$ cat src/rtl/multicycle_control.sv
// Multi-cycle instruction sequencer: Moore FSM stepping each instruction through
// fetch/decode/execute/memory/writeback, with memory stalls, illegal-opcode flag and retire count.
module multicycle_control #(
  parameter int OPCODE_W = 6,
  parameter int ALUOP_W  = 3,
  parameter int CNT_W    = 16
) (
  input  logic                clk,
  input  logic                reset,
  input  logic [OPCODE_W-1:0] opcode,
  input  logic                mem_ready,
  output logic                PCWrite,
  output logic                branch,
  output logic                IorD,
  output logic                MemRead,
  output logic                MemToWrite,
  output logic                IRWrite,
  output logic                MemToReg,
  output logic                RegDst,
  output logic                RegWrite,
  output logic                ALUSrcA,
  output logic [1:0]          ALUSrcB,
  output logic [ALUOP_W-1:0]  ALUOp,
  output logic [1:0]          PCSource,
  output logic                illegal,
  output logic [3:0]          state,
  output logic [CNT_W-1:0]    retired
);

  typedef enum logic [3:0] {
    S_IDLE   = 4'd0,
    S_FETCH  = 4'd1,
    S_DECODE = 4'd2,
    S_MEMADR = 4'd3,
    S_MEMRD  = 4'd4,
    S_MEMWB  = 4'd5,
    S_MEMWR  = 4'd6,
    S_EXEC   = 4'd7,
    S_RWB    = 4'd8,
    S_BRANCH = 4'd9,
    S_JUMP   = 4'd10,
    S_ADDIEX = 4'd11,
    S_ADDIWB = 4'd12
  } state_t;

  localparam logic [OPCODE_W-1:0] OP_R    = OPCODE_W'(6'b000000);
  localparam logic [OPCODE_W-1:0] OP_LW   = OPCODE_W'(6'b100011);
  localparam logic [OPCODE_W-1:0] OP_SW   = OPCODE_W'(6'b101011);
  localparam logic [OPCODE_W-1:0] OP_BEQ  = OPCODE_W'(6'b000100);
  localparam logic [OPCODE_W-1:0] OP_J    = OPCODE_W'(6'b000010);
  localparam logic [OPCODE_W-1:0] OP_ADDI = OPCODE_W'(6'b001000);

  state_t              state_q, state_d;
  logic [OPCODE_W-1:0] op_q, op_d;
  logic                illegal_q, illegal_d;
  logic [CNT_W-1:0]    retired_q, retired_d;
  logic                retire_s;

  // State, latched opcode, illegal flag and retire counter registers
  always_ff @(posedge clk) begin
    if (reset) begin
      state_q   <= S_IDLE;
      op_q      <= '0;
      illegal_q <= 1'b0;
      retired_q <= '0;
    end else begin
      state_q   <= state_d;
      op_q      <= op_d;
      illegal_q <= illegal_d;
      retired_q <= retired_d;
    end
  end

  // Next-state sequencing; retire_s marks the final cycle of a completed instruction
  always_comb begin
    state_d   = state_q;
    op_d      = op_q;
    illegal_d = 1'b0;
    retire_s  = 1'b0;
    case (state_q)
      S_IDLE:   state_d = S_FETCH;
      S_FETCH:  begin
        if (mem_ready) state_d = S_DECODE;
        else           state_d = S_FETCH;
      end
      S_DECODE: begin
        op_d = opcode;
        case (opcode)
          OP_LW, OP_SW: state_d = S_MEMADR;
          OP_R:         state_d = S_EXEC;
          OP_BEQ:       state_d = S_BRANCH;
          OP_J:         state_d = S_JUMP;
          OP_ADDI:      state_d = S_ADDIEX;
          default: begin
            state_d   = S_FETCH;
            illegal_d = 1'b1;
          end
        endcase
      end
      S_MEMADR: begin
        if (op_q == OP_LW) state_d = S_MEMRD;
        else               state_d = S_MEMWR;
      end
      S_MEMRD:  begin
        if (mem_ready) state_d = S_MEMWB;
        else           state_d = S_MEMRD;
      end
      S_MEMWB:  begin
        state_d  = S_FETCH;
        retire_s = 1'b1;
      end
      S_MEMWR:  begin
        if (mem_ready) begin
          state_d  = S_FETCH;
          retire_s = 1'b1;
        end else begin
          state_d  = S_MEMWR;
        end
      end
      S_EXEC:   state_d = S_RWB;
      S_RWB, S_BRANCH, S_JUMP, S_ADDIWB: begin
        state_d  = S_FETCH;
        retire_s = 1'b1;
      end
      S_ADDIEX: state_d = S_ADDIWB;
      default:  state_d = S_IDLE;
    endcase
    if (retire_s) retired_d = retired_q + CNT_W'(1'b1);
    else          retired_d = retired_q;
  end

  // Moore output decode; only FETCH's IR/PC loads wait on the memory handshake
  always_comb begin
    PCWrite    = 1'b0;
    branch     = 1'b0;
    IorD       = 1'b0;
    MemRead    = 1'b0;
    MemToWrite = 1'b0;
    IRWrite    = 1'b0;
    MemToReg   = 1'b0;
    RegDst     = 1'b0;
    RegWrite   = 1'b0;
    ALUSrcA    = 1'b0;
    ALUSrcB    = 2'b00;
    ALUOp      = '0;
    PCSource   = 2'b00;
    case (state_q)
      S_FETCH: begin
        MemRead = 1'b1;
        ALUSrcB = 2'b01;
        IRWrite = mem_ready;
        PCWrite = mem_ready;
      end
      S_DECODE: ALUSrcB = 2'b11;
      S_MEMADR, S_ADDIEX: begin
        ALUSrcA = 1'b1;
        ALUSrcB = 2'b10;
      end
      S_MEMRD: begin
        MemRead = 1'b1;
        IorD    = 1'b1;
      end
      S_MEMWB: begin
        RegWrite = 1'b1;
        MemToReg = 1'b1;
      end
      S_MEMWR: begin
        MemToWrite = 1'b1;
        IorD       = 1'b1;
      end
      S_EXEC: begin
        ALUSrcA = 1'b1;
        ALUOp   = ALUOP_W'(2'd2);
      end
      S_RWB: begin
        RegWrite = 1'b1;
        RegDst   = 1'b1;
      end
      S_BRANCH: begin
        ALUSrcA  = 1'b1;
        ALUOp    = ALUOP_W'(2'd1);
        branch   = 1'b1;
        PCSource = 2'b01;
      end
      S_JUMP: begin
        PCWrite  = 1'b1;
        PCSource = 2'b10;
      end
      S_ADDIWB: RegWrite = 1'b1;
      default: begin
        PCWrite = 1'b0;
      end
    endcase
  end

  assign illegal = illegal_q;
  assign state   = state_q;
  assign retired = retired_q;

endmodule
$ cat config.mk
export PLATFORM = sky130hd
export DESIGN_NAME = multicycle_control
export DESIGN_NICKNAME = d
export VERILOG_FILES = /design/src/rtl/multicycle_control.sv
export SDC_FILE = /design/constraint.sdc
export NUM_CORES = 1
export LEC_CHECK = 0
export CAP_MARGIN = 20
export CORE_ASPECT_RATIO = 1.5
export CORE_MARGIN = 1.5
export CORE_UTILIZATION = 44
export CTS_BUF_LIST = sky130_fd_sc_hd__clkbuf_2 sky130_fd_sc_hd__clkbuf_4 sky130_fd_sc_hd__clkbuf_8
export DETAILED_ROUTE_END_ITERATION = 10
export PLACE_DENSITY_LB_ADDON = 0.25
export SLEW_MARGIN = 10
export SYNTH_ARGS = -nofsm -noshare
export SYNTH_HDL_FRONTEND = slang
export SYNTH_SLANG_ARGS = --single-unit
$ cat constraint.sdc
create_clock -name clk -period 1.74 [get_ports clk]
set_input_delay 0.348 -clock clk [delete_from_list [all_inputs] [get_ports clk]]
set_output_delay 0.348 -clock clk [all_outputs]
set_load 0.01 [all_outputs]
==> results of run 1 <==
## worst paths after layout
path	startpoint	end	cells past startpoint
worst max-delay path	state[0]	retired[15]	4
worst min-delay path	op_q[3]	op_q[3]	2
worst max register to register	state[0]	retired[15]	4
worst min register to register	op_q[3]	op_q[3]	2
## registers in the layout, summed over array words and instances, names as in the netlist
register	flops
op_q	6
retired	16
state	4
illegal	1
## cell usage after synthesis (2+ instances only)
cell / instances / area, sq um
xnor2_1: 2 / 17.5
nand3_1: 9 / 45.0
nand4_1: 7 / 43.8
mux2_2: 11 / 124
nor2b_1: 16 / 100
mux2_1: 3 / 33.8
a21oi_1: 19 / 95.1
a211oi_1: 2 / 15.0
and4_1: 2 / 17.5
nor2_1: 25 / 93.8
o31ai_1: 2 / 15.0
nand3b_1: 2 / 15.0
buf_2: 2 / 10.0
nand2b_1: 7 / 43.8
buf_4: 3 / 22.5
nor3b_1: 2 / 15.0
a31oi_1: 2 / 12.5
nor3_1: 7 / 35.0
a21boi_0: 2 / 15.0
a21o_1: 2 / 15.0
nand2_1: 20 / 75.1
clkbuf_1: 10 / 37.5
dfxtp_1: 27 / 541
o21ai_0: 3 / 15.0
## kinds of logic after synthesis
kind of cell	synth area share, %
muxes	9.54
adders and majority gates	1.44
and+or+nand+nor	31.9
buffers and inverters	5.15
AOI/OAI and AO/OA	17.5
xor gates and xnor gates	1.59
other	0.227
DFF	32.7
## stage by stage
stage / utilization [%] / hold slack, ns / TNS, ns
2_1_floorplan: - / 0.436 / -0.544
3_3_place_gp: 66.4 / 0.445 / -6.23
3_5_place_dp: 66.4 / 0.451 / -6.55
4_1_cts: 71.3 / 0.464 / -0.362
5_1_grt: 73.3 / 0.491 / -0.596
6_report: 73.3 / 0.462 / -0.348
## power breakdown
part	switching [mW]	internal [mW]	total, mW
Combinational	0.123	0.131	0.254
Clock	0.218	0.163	0.381
Sequential	0.0124	0.625	0.637
## area by class of cell
class,instances,area (sq um)
Multi-Input combinational cell,166,1200
Fill cell,281,976
Timing Repair Buffer,95,807
Sequential cell,27,556
Tap cell,43,53.8
Clock buffer,3,41.3
Clock inverter,1,7.51
Inverter,1,3.75
## placed cells by master, fill, tap and decap left out, types with 2 or more instances in the layout
| cell type | count |
|---|---|
| nor2_1 | 24 |
| xnor2_1 | 2 |
| dfxtp_4 | 4 |
| nor2b_1 | 14 |
| nand3_1 | 9 |
| clkbuf_8 | 3 |
| nand2b_4 | 4 |
| o21ai_0 | 3 |
| mux2_2 | 5 |
| a21oi_2 | 2 |
| nand4_1 | 7 |
| nand2b_1 | 3 |
| buf_2 | 2 |
| mux2_4 | 7 |
| nand3b_1 | 2 |
| dfxtp_1 | 23 |
| o31ai_1 | 2 |
| nor2b_2 | 2 |
| mux2_1 | 2 |
| nor3_1 | 7 |
| clkbuf_2 | 9 |
| buf_4 | 43 |
| nand2_1 | 19 |
| a31oi_1 | 2 |
| a21oi_4 | 3 |
| dlygate4sd2_1 | 5 |
| and4_1 | 2 |
| buf_6 | 7 |
| a21boi_1 | 2 |
| clkdlybuf4s50_1 | 24 |
| nor3b_1 | 2 |
| a21oi_1 | 14 |
| dlymetal6s2s_1 | 2 |
## worst reg2reg max path, cell delays in order (launching register included)
cell      delay (ns)
dfxtp_4         0.39
maj3_2          0.33
or3b_4          0.45
a211oi_2        0.23
mux2_4          0.32
## timing repair
| action | in CTS | in global routing |
|---|---|---|
| pin swaps | 5 | 4 |
| setup endpoints to repair | 32 | 25 |
| gates resized for setup | 61 | 41 |
| setup buffers | 4 | 2 |
## layer usage
layer,share of wire (%),wire length [um],up-vias,GRT usage [%]
met3,3.8,200,12,2.28
met1,37,1940,863,28.4
met5,0,0,-,0
li1,-,-,912,-
met2,57,2960,56,50.7
met4,2.0,102,0,9.49
==> summary.md, run 1 <==
| Metric | Value |
|---|---|
| Outcome | finished with violations |
| Failing checks | negative setup slack |
| Layout cell share with drive strength beyond 1 | 36.2% |
| DR DRC count | 0 |
| GRT Residual Overflow | 0 |
| Ys async rst share | 0% |
| Crit share post-route | 105% |
| Syn_nets | 220 |
| Routed Antenna Nets | 0 |
| Syn Std Cell Area | 1650 sq um |
| Fmax | 0.547 GHz |
| DIE WIDTH | 53.0 um |
| H-tree levels | 1 |
| Worst Hold Class | reg -> reg |
| Nets | 304 |
| Post-place instance area | 2420 sq um |
| Ys flop type | dfxtp_1 |
| Pins Over Slew Limit | 0 |
| Row Count | 27 |
| Vias | 1843 |
| Fin crit period | 1.83 ns |
| Yosys warns | 0 |
| First-pass GRT wire length | 8.28 mm |
| Core Area | 3650 sq um |
| Clock skew | 0.00267 ns |
| Sequential area share after synthesis | 32.7% |
| CP max FO | 7 |
| Initial Util | 45.3% |
| Mapped Cells | 210 |
| Peak supply drop | 0.395 mV |
| Via/cell ratio | 5.49 |
| Clk slew on worst S/H paths | 0.10 ns |
| Ordered list of cells on the worst path | maj3_2, or3b_4, a211oi_2, mux2_4 |
| Die Y | 78.1 um |
| Pre-CTS setup slack | -0.449 ns |
| Cell variety after synth | 47 |
| EDFF count, synth | 0 |
| Worst Slack Setup Final | -0.0888 ns |
| Final instance area | 2670 sq um |
| TritonCTS buffer count | 3 |
| # hold bufs at CTS | 0 |
| Clk Latency, worst-skew pair | 0.28 ns |
| Pin count of the biggest net entering global routing | 40 |
| N_diodes | 0 |
| RePlAce Congestion | 0.846 |
| Max stage delay cell, worst path | or3b_4 |
| 1st-pass router iterations | 4 |
| Starting DRT DRC Count | 49 |
| Final Hold Viols | 0 |
| Area grow syn2layout | 61.7% |
| CP Capture Type | register |
| Clk Tree Root Cell | clkbuf_8 |
| Mean post-synth cell area | 7.87 sq um |
| Arrival @ worst endpoint | 2.01 ns |
| Die area | 4140 sq um |
| Endpoints failing setup | 7 |
| R2r setup slk | -0.09 ns |
| Num ports | 47 |
| Total clock sinks | 27 |
| Dpl hpwl | 3.29 mm |
| Antenna violations before repair | 0 |
| CP peak stage delay | 0.45 ns |
| CP top delay family | simple AND/OR/NAND/NOR gates |
| CTS tree | done |
| Post-Place Cells | 326 |
| Worst Path Required | 1.92 ns |
| RSZ-0062 raised after global routing | yes |
| WL final | 5.21 mm |
| Tot Pwr | 1.27 mW |
| Setup Crit Path Kind | reg -> reg |
| Maxcap violations | 0 |
| Buf/Inv on CP | 0 |
| CTS Buffer Depth | 2 |
| Critical Path Source Type | register |
| PD cells | 476 nW/um^2 |
| P_leak | 1.08 nW |
| PortBufs | 45 |
| Total GRT Usage | 26.4% |
| FF+latch count, synth | 27 |
| WL/cell | 15.5 um |
| Vias in the first global route | 1821 |
| Final Non-Filler Cells | 336 |
(Power assumes the default switching activity.)
==> inputs of run 2 (changes only) <==
- CORE_UTILIZATION: 44 -> 30
- HOLD_SLACK_MARGIN: not set -> 0.02
==> summary.md, run 2 (same netlist as run 1, synthesis figures left out) <==
| Metric | Value |
|---|---|
| Worst Hold Class | reg -> reg (unchanged) |
| Tot Pwr | 1.26 mW (was 1.27 mW) |
| PortBufs | 45 (unchanged) |
| # hold bufs at CTS | 0 (unchanged) |
| 1st-pass router iterations | 4 (unchanged) |
| Maxcap violations | 0 (unchanged) |
| Arrival @ worst endpoint | 2.07 ns (was 2.01 ns) |
| HP Start | op_q[5] (was op_q[3]) |
| Outcome | finished with violations (unchanged) |
| Clock group share of total power | 30.4% (was 30.0%) |
| WL/cell | 13.1 um (was 15.5 um) |
| GRT met3 Usage | 1.56% (was 2.28%) |
| Critical Path Source Type | register (unchanged) |
| Num ports | 47 (unchanged) |
| Worst Path Required | 1.92 ns (about the same) |
| Via/cell ratio | 4.93 (was 5.49) |
| Vias in the first global route | 1717 (was 1821) |
| Worst hold path cell count | 2 (unchanged) |
| Ordered list of cells on the worst path | buf_6, maj3_2, or3b_4, a211oi_2, mux2_1 (was maj3_2, or3b_4, a211oi_2, mux2_4) |
| CP max FO | 7 (unchanged) |
| GR peak layer | met2 (unchanged) |
| Peak supply drop | 0.280 mV (was 0.395 mV) |
| Routed Antenna Nets | 0 (unchanged) |
| Int Power | 929 uW (was 919 uW) |
| Nets | 305 (was 304) |
| Most common cell after layout, fill and taps aside | buf_4 (unchanged) |
| Max stage delay cell, worst path | or3b_4 (unchanged) |
| Buf/Inv on CP | 1 (was 0) |
| CTS tree | done (unchanged) |
| First-pass GRT wire length | 7.91 mm (was 8.28 mm) |
| Logic pwr share | 19.0% (was 19.9%) |
| Initial Util | 31.5% (was 45.3%) |
| CP Capture Type | register (unchanged) |
| Endpoints failing setup | 9 (was 7) |
| Number of flip-flops in the largest register | 16 (unchanged) |
| CP top delay family | simple AND/OR/NAND/NOR gates (unchanged) |
| Sequential power share | 50.6% (was 50.1%) |
| DIE WIDTH | 63.6 um (was 53.0 um) |
| Die Y | 93.9 um (was 78.1 um) |
| N_diodes | 0 (unchanged) |
| Total clock sinks | 27 (unchanged) |
| Crit share post-route | 109% (was 105%) |
| Net Switching | 328 uW (was 353 uW) |
| Layout cell share with drive strength beyond 1 | 35.7% (was 36.2%) |
| Clk slew on worst S/H paths | 0.10 ns (about the same) |
| H-tree levels | 1 (unchanged) |
| Dpl hpwl | 3.42 mm (was 3.29 mm) |
| R2R Path End | retired[15] (unchanged) |
| Antenna violations before repair | 0 (unchanged) |
| R2r setup slk | -0.16 ns (was -0.09 ns) |
| TritonCTS buffer count | 3 (unchanged) |
| Worst hold slack | 0.465 ns (was 0.462 ns) |
| Area grow syn2layout | 61.4% (was 61.7%) |
| Clock skew | 0.00716 ns (was 0.00267 ns) |
| Fin crit period | 1.90 ns (was 1.83 ns) |
| Vias | 1785 (was 1843) |
| CTS Buffer Depth | 2 (unchanged) |
| RePlAce Congestion | 0.840 (was 0.846) |
| RSZ-0062 raised after global routing | yes (unchanged) |
| Clk Tree Root Cell | clkbuf_8 (unchanged) |
| Pin count of the biggest net entering global routing | 40 (unchanged) |
| Worst Slack Setup Final | -0.156 ns (was -0.0888 ns) |
| CP peak stage delay | 0.45 ns (about the same) |
| Fmax | 0.528 GHz (was 0.547 GHz) |
| Starting DRT DRC Count | 93 (was 49) |
| Pins Over Slew Limit | 0 (unchanged) |
| Worst r2r path cells | 5 (was 4) |
| Fillers | 539 (was 281) |
| Worst Hold Path EP | op_q[5] (was op_q[3]) |
| Failing checks | negative setup slack (unchanged) |
| Total GRT Usage | 16.6% (was 26.4%) |
| Met2 global-route usage | 30.5% (was 50.7%) |
| P_leak | 1.08 nW (about the same) |
| Most frequent cells in the layout | buf_4, clkdlybuf4s50_1, nor2_1, dfxtp_1, nand2_1 (was buf_4, nor2_1, clkdlybuf4s50_1) |
| Register area | 556 sq um (unchanged) |
| WL final | 4.76 mm (was 5.21 mm) |
| Clk Latency, worst-skew pair | 0.28 ns (about the same) |
| Worst r2r src | state[0] (unchanged) |
| Die area | 5970 sq um (was 4140 sq um) |
| Switch share | 26.1% (was 27.7%) |
| Multi-input gate area | 1170 sq um (was 1200 sq um) |
| DR DRC count | 0 (unchanged) |
| Row Count | 32 (was 27) |
| Core Area | 5250 sq um (was 3650 sq um) |
| GRT Residual Overflow | 0 (unchanged) |
| Global-route met1 utilization | 19.5% (was 28.4%) |
| PD cells | 471 nW/um^2 (was 476 nW/um^2) |
| Setup Crit Path Kind | reg -> reg (unchanged) |
| Final Hold Viols | 0 (unchanged) |
run 2: cell count changes in the layout (fill, tap and decap cells not counted), sizes merged:
cell / before / now
buf: 53 / 59
clkdlybuf4s15: 2 / 0
dlygate4sd2: 5 / 7
clkinvlp: 1 / 0
dlymetal6s2s: 2 / 1
clkdlybuf4s50: 24 / 26
clkbuf: 12 / 7
run 2: area by class of cell:
cell class	instances	area share (%)
clock buffers	4	1.83
repair buffers	96	30.1
flip-flops and latches	27	20.8
inverters	1	0.141
well taps	68	3.19
multi-input cells	166	43.9
run 2: power groups by stage:
stage	logic (mW)	clock network, mW	registers [mW]
floorplan	0.113	0	0.652
global placement	0.231	0	0.653
detailed placement	0.232	0	0.653
CTS	0.231	0.397	0.636
global route	0.263	0.421	0.638
finish	0.239	0.382	0.636
run 2: worst max-delay path by stage:
stage | startpoint | end | depth (start not counted)
3_3_place_gp | mem_ready | retired[15] | 6
6_report | state[0] | retired[15] | 5
4_1_cts | state[2] | PCWrite | 5
5_1_grt | state[0] | retired[15] | 5
3_5_place_dp | mem_ready | retired[15] | 6
2_1_floorplan | state[0] | retired[15] | 6
run 2: worst reg2reg max path, cell delays in order, from the launching register on:
cell	delay (ns)
dfxtp_4	0.37
buf_6	0.11
maj3_2	0.32
or3b_4	0.45
a211oi_2	0.21
mux2_1	0.33
run 2: routing by layer:
metal	vias up	wire length [um]
met3	5	142
met4	0	66
met2	40	2490
met1	831	2070
met5	-	0
li1	909	-
run 2: timing repair:
item | CTS | global route
pin swaps | 5 | 2
buffers inserted | 5 | 2
gates resized for setup | 59 | 31
endpoints found under the setup margin | 28 | 23
run 2: metrics by stage:
stage,setup TNS [ns],instances,utilization [%],instance area (sq um),worst slack (ns)
final,-0.809,362,50.9,2670,-0.156
after global routing,-1.22,362,50.9,2670,-0.205
after CTS,-1.32,360,49.5,2590,-0.193
after detailed placement,-6.37,351,46.8,2450,-0.490
after global placement,-6.34,351,46.8,2450,-0.478
after floorplan,-0.544,210,-,1670,-0.124
==> inputs of run 3 (changes only) <==
- CAP_MARGIN: 20 -> not set
- CORE_MARGIN: 1.5 -> 2
- CTS_CLUSTER_SIZE: not set -> 25
==> summary.md, run 3 (same netlist as run 1, synthesis figures left out) <==
| Metric | Value |
|---|---|
| Worst Hold Class | reg -> reg (unchanged) |
| Endpoints failing setup | 6 (was 9) |
| Int Power | 936 uW (was 929 uW) |
| Pins Over Slew Limit | 0 (unchanged) |
| Initial Util | 30.6% (was 31.5%) |
| Net Switching | 369 uW (was 328 uW) |
| CTS tree | done (unchanged) |
| P_leak | 1.14 nW (was 1.08 nW) |
| Die Y | 94.9 um (was 93.9 um) |
| Routed Antenna Nets | 0 (unchanged) |
| # hold bufs at CTS | 0 (unchanged) |
| Layout cell share with drive strength beyond 1 | 38.6% (was 35.7%) |
| Vias | 1872 (was 1785) |
| Setup Crit Path Kind | reg -> reg (unchanged) |
| GRT Residual Overflow | 0 (unchanged) |
| Num ports | 47 (unchanged) |
| Critical Path Source Type | register (unchanged) |
| Post-Place Cells | 360 (was 351) |
| CTS Buffer Depth | 2 (unchanged) |
| Core Area | 5410 sq um (was 5250 sq um) |
| Clk Latency, worst-skew pair | 0.29 ns (was 0.28 ns) |
| Worst hold slack | 0.466 ns (was 0.465 ns) |
| Row Count | 33 (was 32) |
| RSZ-0062 raised after global routing | yes (unchanged) |
| First-pass GRT wire length | 8.22 mm (was 7.91 mm) |
| Switch share | 28.3% (was 26.1%) |
| DR DRC count | 0 (unchanged) |
| Starting DRT DRC Count | 83 (was 93) |
| PD cells | 477 nW/um^2 (was 471 nW/um^2) |
| Maxcap violations | 0 (unchanged) |
| Clock group share of total power | 30.9% (was 30.4%) |
| Vias in the first global route | 1826 (was 1717) |
| Most common cell after layout, fill and taps aside | buf_4 (unchanged) |
| CP max FO | 7 (unchanged) |
| Post-Route Setup TNS | -0.102 ns (was -0.809 ns) |
| Total GRT Usage | 17.0% (was 16.6%) |
| Area grow syn2layout | 65.6% (was 61.4%) |
| Number of flip-flops in the largest register | 16 (unchanged) |
| Dpl hpwl | 3.59 mm (was 3.42 mm) |
| Failing checks | negative setup slack (unchanged) |
| Fin crit period | 1.78 ns (was 1.90 ns) |
| CP top delay family | simple AND/OR/NAND/NOR gates (unchanged) |
| Fmax | 0.561 GHz (was 0.528 GHz) |
| CP peak stage delay | 0.43 ns (was 0.45 ns) |
| Total clock sinks | 27 (unchanged) |
| Arrival @ worst endpoint | 1.97 ns (was 2.07 ns) |
| N_diodes | 0 (unchanged) |
| Clk Tree Root Cell | clkbuf_8 (unchanged) |
| Worst Path Required | 1.92 ns (about the same) |
| Outcome | finished with violations (unchanged) |
| CP Capture Type | register (unchanged) |
| PortBufs | 45 (unchanged) |
| Sequential power share | 48.7% (was 50.6%) |
| Clock skew | 0.00834 ns (was 0.00716 ns) |
| Crit share post-route | 103% (was 109%) |
| DIE WIDTH | 64.6 um (was 63.6 um) |
| Die area | 6130 sq um (was 5970 sq um) |
| Fillers | 537 (was 539) |
| TritonCTS buffer count | 3 (unchanged) |
| Final Non-Filler Cells | 373 (was 362) |
| Final Util | 50.6% (was 50.9%) |
| Nets | 314 (was 305) |
| Antenna violations before repair | 0 (unchanged) |
| RePlAce Congestion | 0.887 (was 0.840) |
| Buf/Inv on CP | 0 (was 1) |
| Via/cell ratio | 5.02 (was 4.93) |
| Tot Pwr | 1.30 mW (was 1.26 mW) |
| WL/cell | 13.4 um (was 13.1 um) |
| Final Hold Viols | 0 (unchanged) |
| Max stage delay cell, worst path | or3b_4 (unchanged) |
| H-tree levels | 1 (unchanged) |
| Logic pwr share | 20.4% (was 19.0%) |
| WL final | 5.00 mm (was 4.76 mm) |
| Most frequent cells in the layout | buf_4, clkdlybuf4s50_1, dfxtp_1 (was buf_4, clkdlybuf4s50_1, nor2_1, dfxtp_1, nand2_1) |
| Worst Slack Setup Final | -0.0438 ns (was -0.156 ns) |
| Peak supply drop | 0.221 mV (was 0.280 mV) |
| Ordered list of cells on the worst path | maj3_2, or3b_4, a211oi_2, mux2_1 (was buf_6, maj3_2, or3b_4, a211oi_2, mux2_1) |
| Clk slew on worst S/H paths | 0.11 ns (was 0.10 ns) |
| 1st-pass router iterations | 4 (unchanged) |
| Pin count of the biggest net entering global routing | 40 (unchanged) |
==> run 3: worst paths after layout <==
path / startpoint / endpoint / slack (ns) / depth (start not counted)
setup / recovery: state[0] / retired[15] / -0.04 / 4
hold reg to reg: op_q[1] / op_q[1] / 0.47 / 2
setup reg to reg: state[0] / retired[15] / -0.04 / 4
hold / removal: op_q[1] / op_q[1] / 0.47 / 2
==> run 3: cell type report <==
type	instances	area, sq um	area share, %
repair buffers	105	875	31.9
inverters	1	3.75	0.137
clock inverters	1	8.76	0.320
multi-input cells	166	1170	42.6
well taps	70	87.6	3.20
flip-flops and latches	27	556	20.3
clock buffers	3	41.3	1.51
==> run 3: metal layers <==
layer	track usage, %	up-vias	wire length (um)
met5	0	-	0
met4	8.33	0	151
met3	2.03	13	165
met2	31.9	45	2660
met1	18.6	883	2030
li1	-	931	-
==> run 3: power by group through the flow <==
| stage | Clock [mW] | Combinational (mW) | Sequential [mW] |
|---|---|---|---|
| 6_report | 0.403 | 0.266 | 0.635 |
| 5_1_grt | 0.439 | 0.289 | 0.638 |
| 4_1_cts | 0.409 | 0.249 | 0.636 |
| 3_5_place_dp | 0 | 0.238 | 0.656 |
| 3_3_place_gp | 0 | 0.237 | 0.656 |
| 2_1_floorplan | 0 | 0.113 | 0.652 |
==> run 3: through the flow <==
stage               worst slack [ns]  area, sq um
CTS                          -0.0598         2670
finish                       -0.0438         2740
floorplan                     -0.124         1670
global placement              -0.480         2510
global route                  -0.128         2740
detailed placement            -0.472         2510
==> run 3: repair_timing <==
item | in CTS | in global routing
setup buffers | 6 | 4
setup endpoints to repair | 32 | 22
endpoints found under the hold margin | 0 | 0
pin swaps | 6 | 4
gates resized for setup | 83 | 24
==> run 3: worst min-delay path, stage by stage (launching register included) <==
cell and delay [ns]:
dfxtp_1 0.33, nand2_1 0.05, a21oi_1 0.05
==> variant: new RTL, config.mk and constraints of run 1 <==
The parameter `OPCODE_W` goes from 6 to 3.
--- a/src/rtl/multicycle_control.sv
+++ b/src/rtl/multicycle_control.sv
@@ -3,3 +3,3 @@
 module multicycle_control #(
-  parameter int OPCODE_W = 6,
+  parameter int OPCODE_W = 3,
   parameter int ALUOP_W  = 3,
Ports: changed (resized opcode); port bits go from 47 to 44. No check against the original RTL was run, so the function may have changed too.
==> variant against run 1 <==
The run still ends with negative setup slack left. Power fell by 6.6%. Area after synthesis fell by 1.6%. Critical endpoint is now retired[9]. Wire length fell by 13%. First-iteration DRC count fell by 24%. Sequential share of layout area fell by 0.48 points. Combinational power rose by 16%. Clock skew fell by 0.0018 ns. Design area fell by 11%. Sequential cell count fell by 3. Largest power group unchanged. Worst setup slack got worse by 0.0024 ns.
==> variant: results (changes against run 1) <==
[metrics] post-placement worst setup slack: -0.5306 ns (was -0.4492 ns)
[metrics] Global Route Usage Sum: 0.2304 (was 0.2644)
[metrics] first-pass GRT wire length: 7300 um (was 8280 um)
[metrics] violated checks: negative setup slack (unchanged)
[metrics] critical path data arrival time: 1.99 ns (was 2.01 ns)
[metrics] share of total power consumed by net switching: 0.2740 (was 0.2773)
[metrics] Via-to-Cell Ratio: 5.635 (was 5.485)
[metrics] layout cell share with drive strength beyond 1: 0.3745 (was 0.3618)
[metrics] vias in the first global route: 1634 (was 1821)
[metrics] share of synthesized area occupied by flip-flops and latches: 0.2954 (was 0.3270)
[metrics] Worst path max stage delay: 0.34 ns (was 0.45 ns)
[metrics] clock transition time at the flip-flop clock pins of the worst setup and hold paths: 0.08 ns (was 0.10 ns)
[metrics] gp weighted congestion: 0.8202 (was 0.8462)
[metrics] Worst Skew: 0.0008480 ns (was 0.002668 ns)
[metrics] Detailed Place HPWL: 3077 um (was 3286 um)
[metrics] Total Nets Final: 260 (was 304)
[metrics] later-pin clock latency in the skew report: 0.26 ns (was 0.28 ns)
[metrics] library cell contributing the largest single delay on the critical path: sky130_fd_sc_hd__dfxtp_2 (was sky130_fd_sc_hd__or3b_4)
[metrics] worst reg2reg endpoint: retired[9] (was retired[15])
[metrics] outcome: finished, violations left (unchanged)
[metrics] total of endpoints with negative setup slack in the final report: 16 (was 7)
[metrics] syn_nets: 195 (was 220)
[metrics] port bufs: 42 (was 45)
[metrics] timing endpoint of the critical path: retired[9] (was retired[15])
[metrics] worst-case setup margin in the final layout: -0.09124 ns (was -0.08885 ns)
[metrics] post-route setup TNS: -0.8472 ns (was -0.3480 ns)
[metrics] number of placed cells counting well taps: 282 (was 326)
## variant: cell count changes after synthesis, sizes merged, moves of 4 or more
cell,before,now
clkbuf,10,2
nand2,20,4
a21oi,19,15
nand4,7,3
buf,6,13
## variant: cell type report
| cell class | count | area [um^2] |
|---|---|---|
| tap | 42 | 52.55 |
| clock buffer | 3 | 41.29 |
| multi-input combinational | 145 | 1157 |
| timing repair buffer | 75 | 634.4 |
| fill | 277 | 1096 |
| sequential | 24 | 484.2 |
| inverter | 4 | 15.01 |
## variant: power by group through the flow
stage	combinational (uW)	clock [uW]	sequential, uW
after detailed placement	285	0	577
after global routing	316	353	568
after floorplan	147	0	586
after global placement	277	0	577
after CTS	285	334	566
final	294	328	566
## variant: metal layers
layer  GRT usage  vias up  part of all wire
li1            -      796                 -
met1      0.2464      786              0.38
met2      0.4338       54              0.55
met3     0.02692       15             0.039
met4     0.08974        0             0.026
met5           0        -                 0
## variant: worst min-delay path by stage
| stage | endpoint | slack [ns] | startpoint |
|---|---|---|---|
| after global placement | op_q[2] | 0.47 | op_q[2] |
| final | op_q[0] | 0.50 | op_q[0] |
| after detailed placement | op_q[0] | 0.49 | op_q[0] |
| after CTS | op_q[0] | 0.51 | op_q[0] |
| after floorplan | op_q[2] | 0.45 | op_q[2] |
| after global routing | op_q[0] | 0.54 | op_q[0] |
## variant: logic make-up after synthesis
group / synth area share
AO/OA/AOI/OAI: 0.1700
buffers and inverters: 0.06384
flip-flops: 0.2954
multiplexers: 0.1085
adder cells (fa/ha/maj): 0.01461
other: 0.002305
AND/OR/NAND/NOR: 0.3346
XOR/XNOR: 0.01077
## variant: per-stage QoR
step | hold WS [ns] | power [uW]
after floorplan | 0.4509 | 732.3
after global placement | 0.4671 | 853.5
after detailed placement | 0.4896 | 862.1
after CTS | 0.5091 | 1185
after global routing | 0.5442 | 1237
final | 0.5041 | 1188
## variant: what timing repair did
| action | 4_1_cts | 5_1_grt |
|---|---|---|
| pin swaps | 3 | 2 |
| cloned | 2 | 0 |
| setup buffers | 5 | 1 |
| resized for setup | 75 | 19 |
| endpoints found under the hold margin | 0 | 0 |
| setup endpoints to repair | 31 | 29 |
## variant: worst register-to-register path: stages (launching register included)
cell                       delay [ns]
sky130_fd_sc_hd__dfxtp_2         0.34
sky130_fd_sc_hd__buf_6           0.13
sky130_fd_sc_hd__buf_6           0.11
sky130_fd_sc_hd__maj3_2          0.33
sky130_fd_sc_hd__nand4b_4        0.28
sky130_fd_sc_hd__a21oi_2         0.22
sky130_fd_sc_hd__mux2_4          0.31
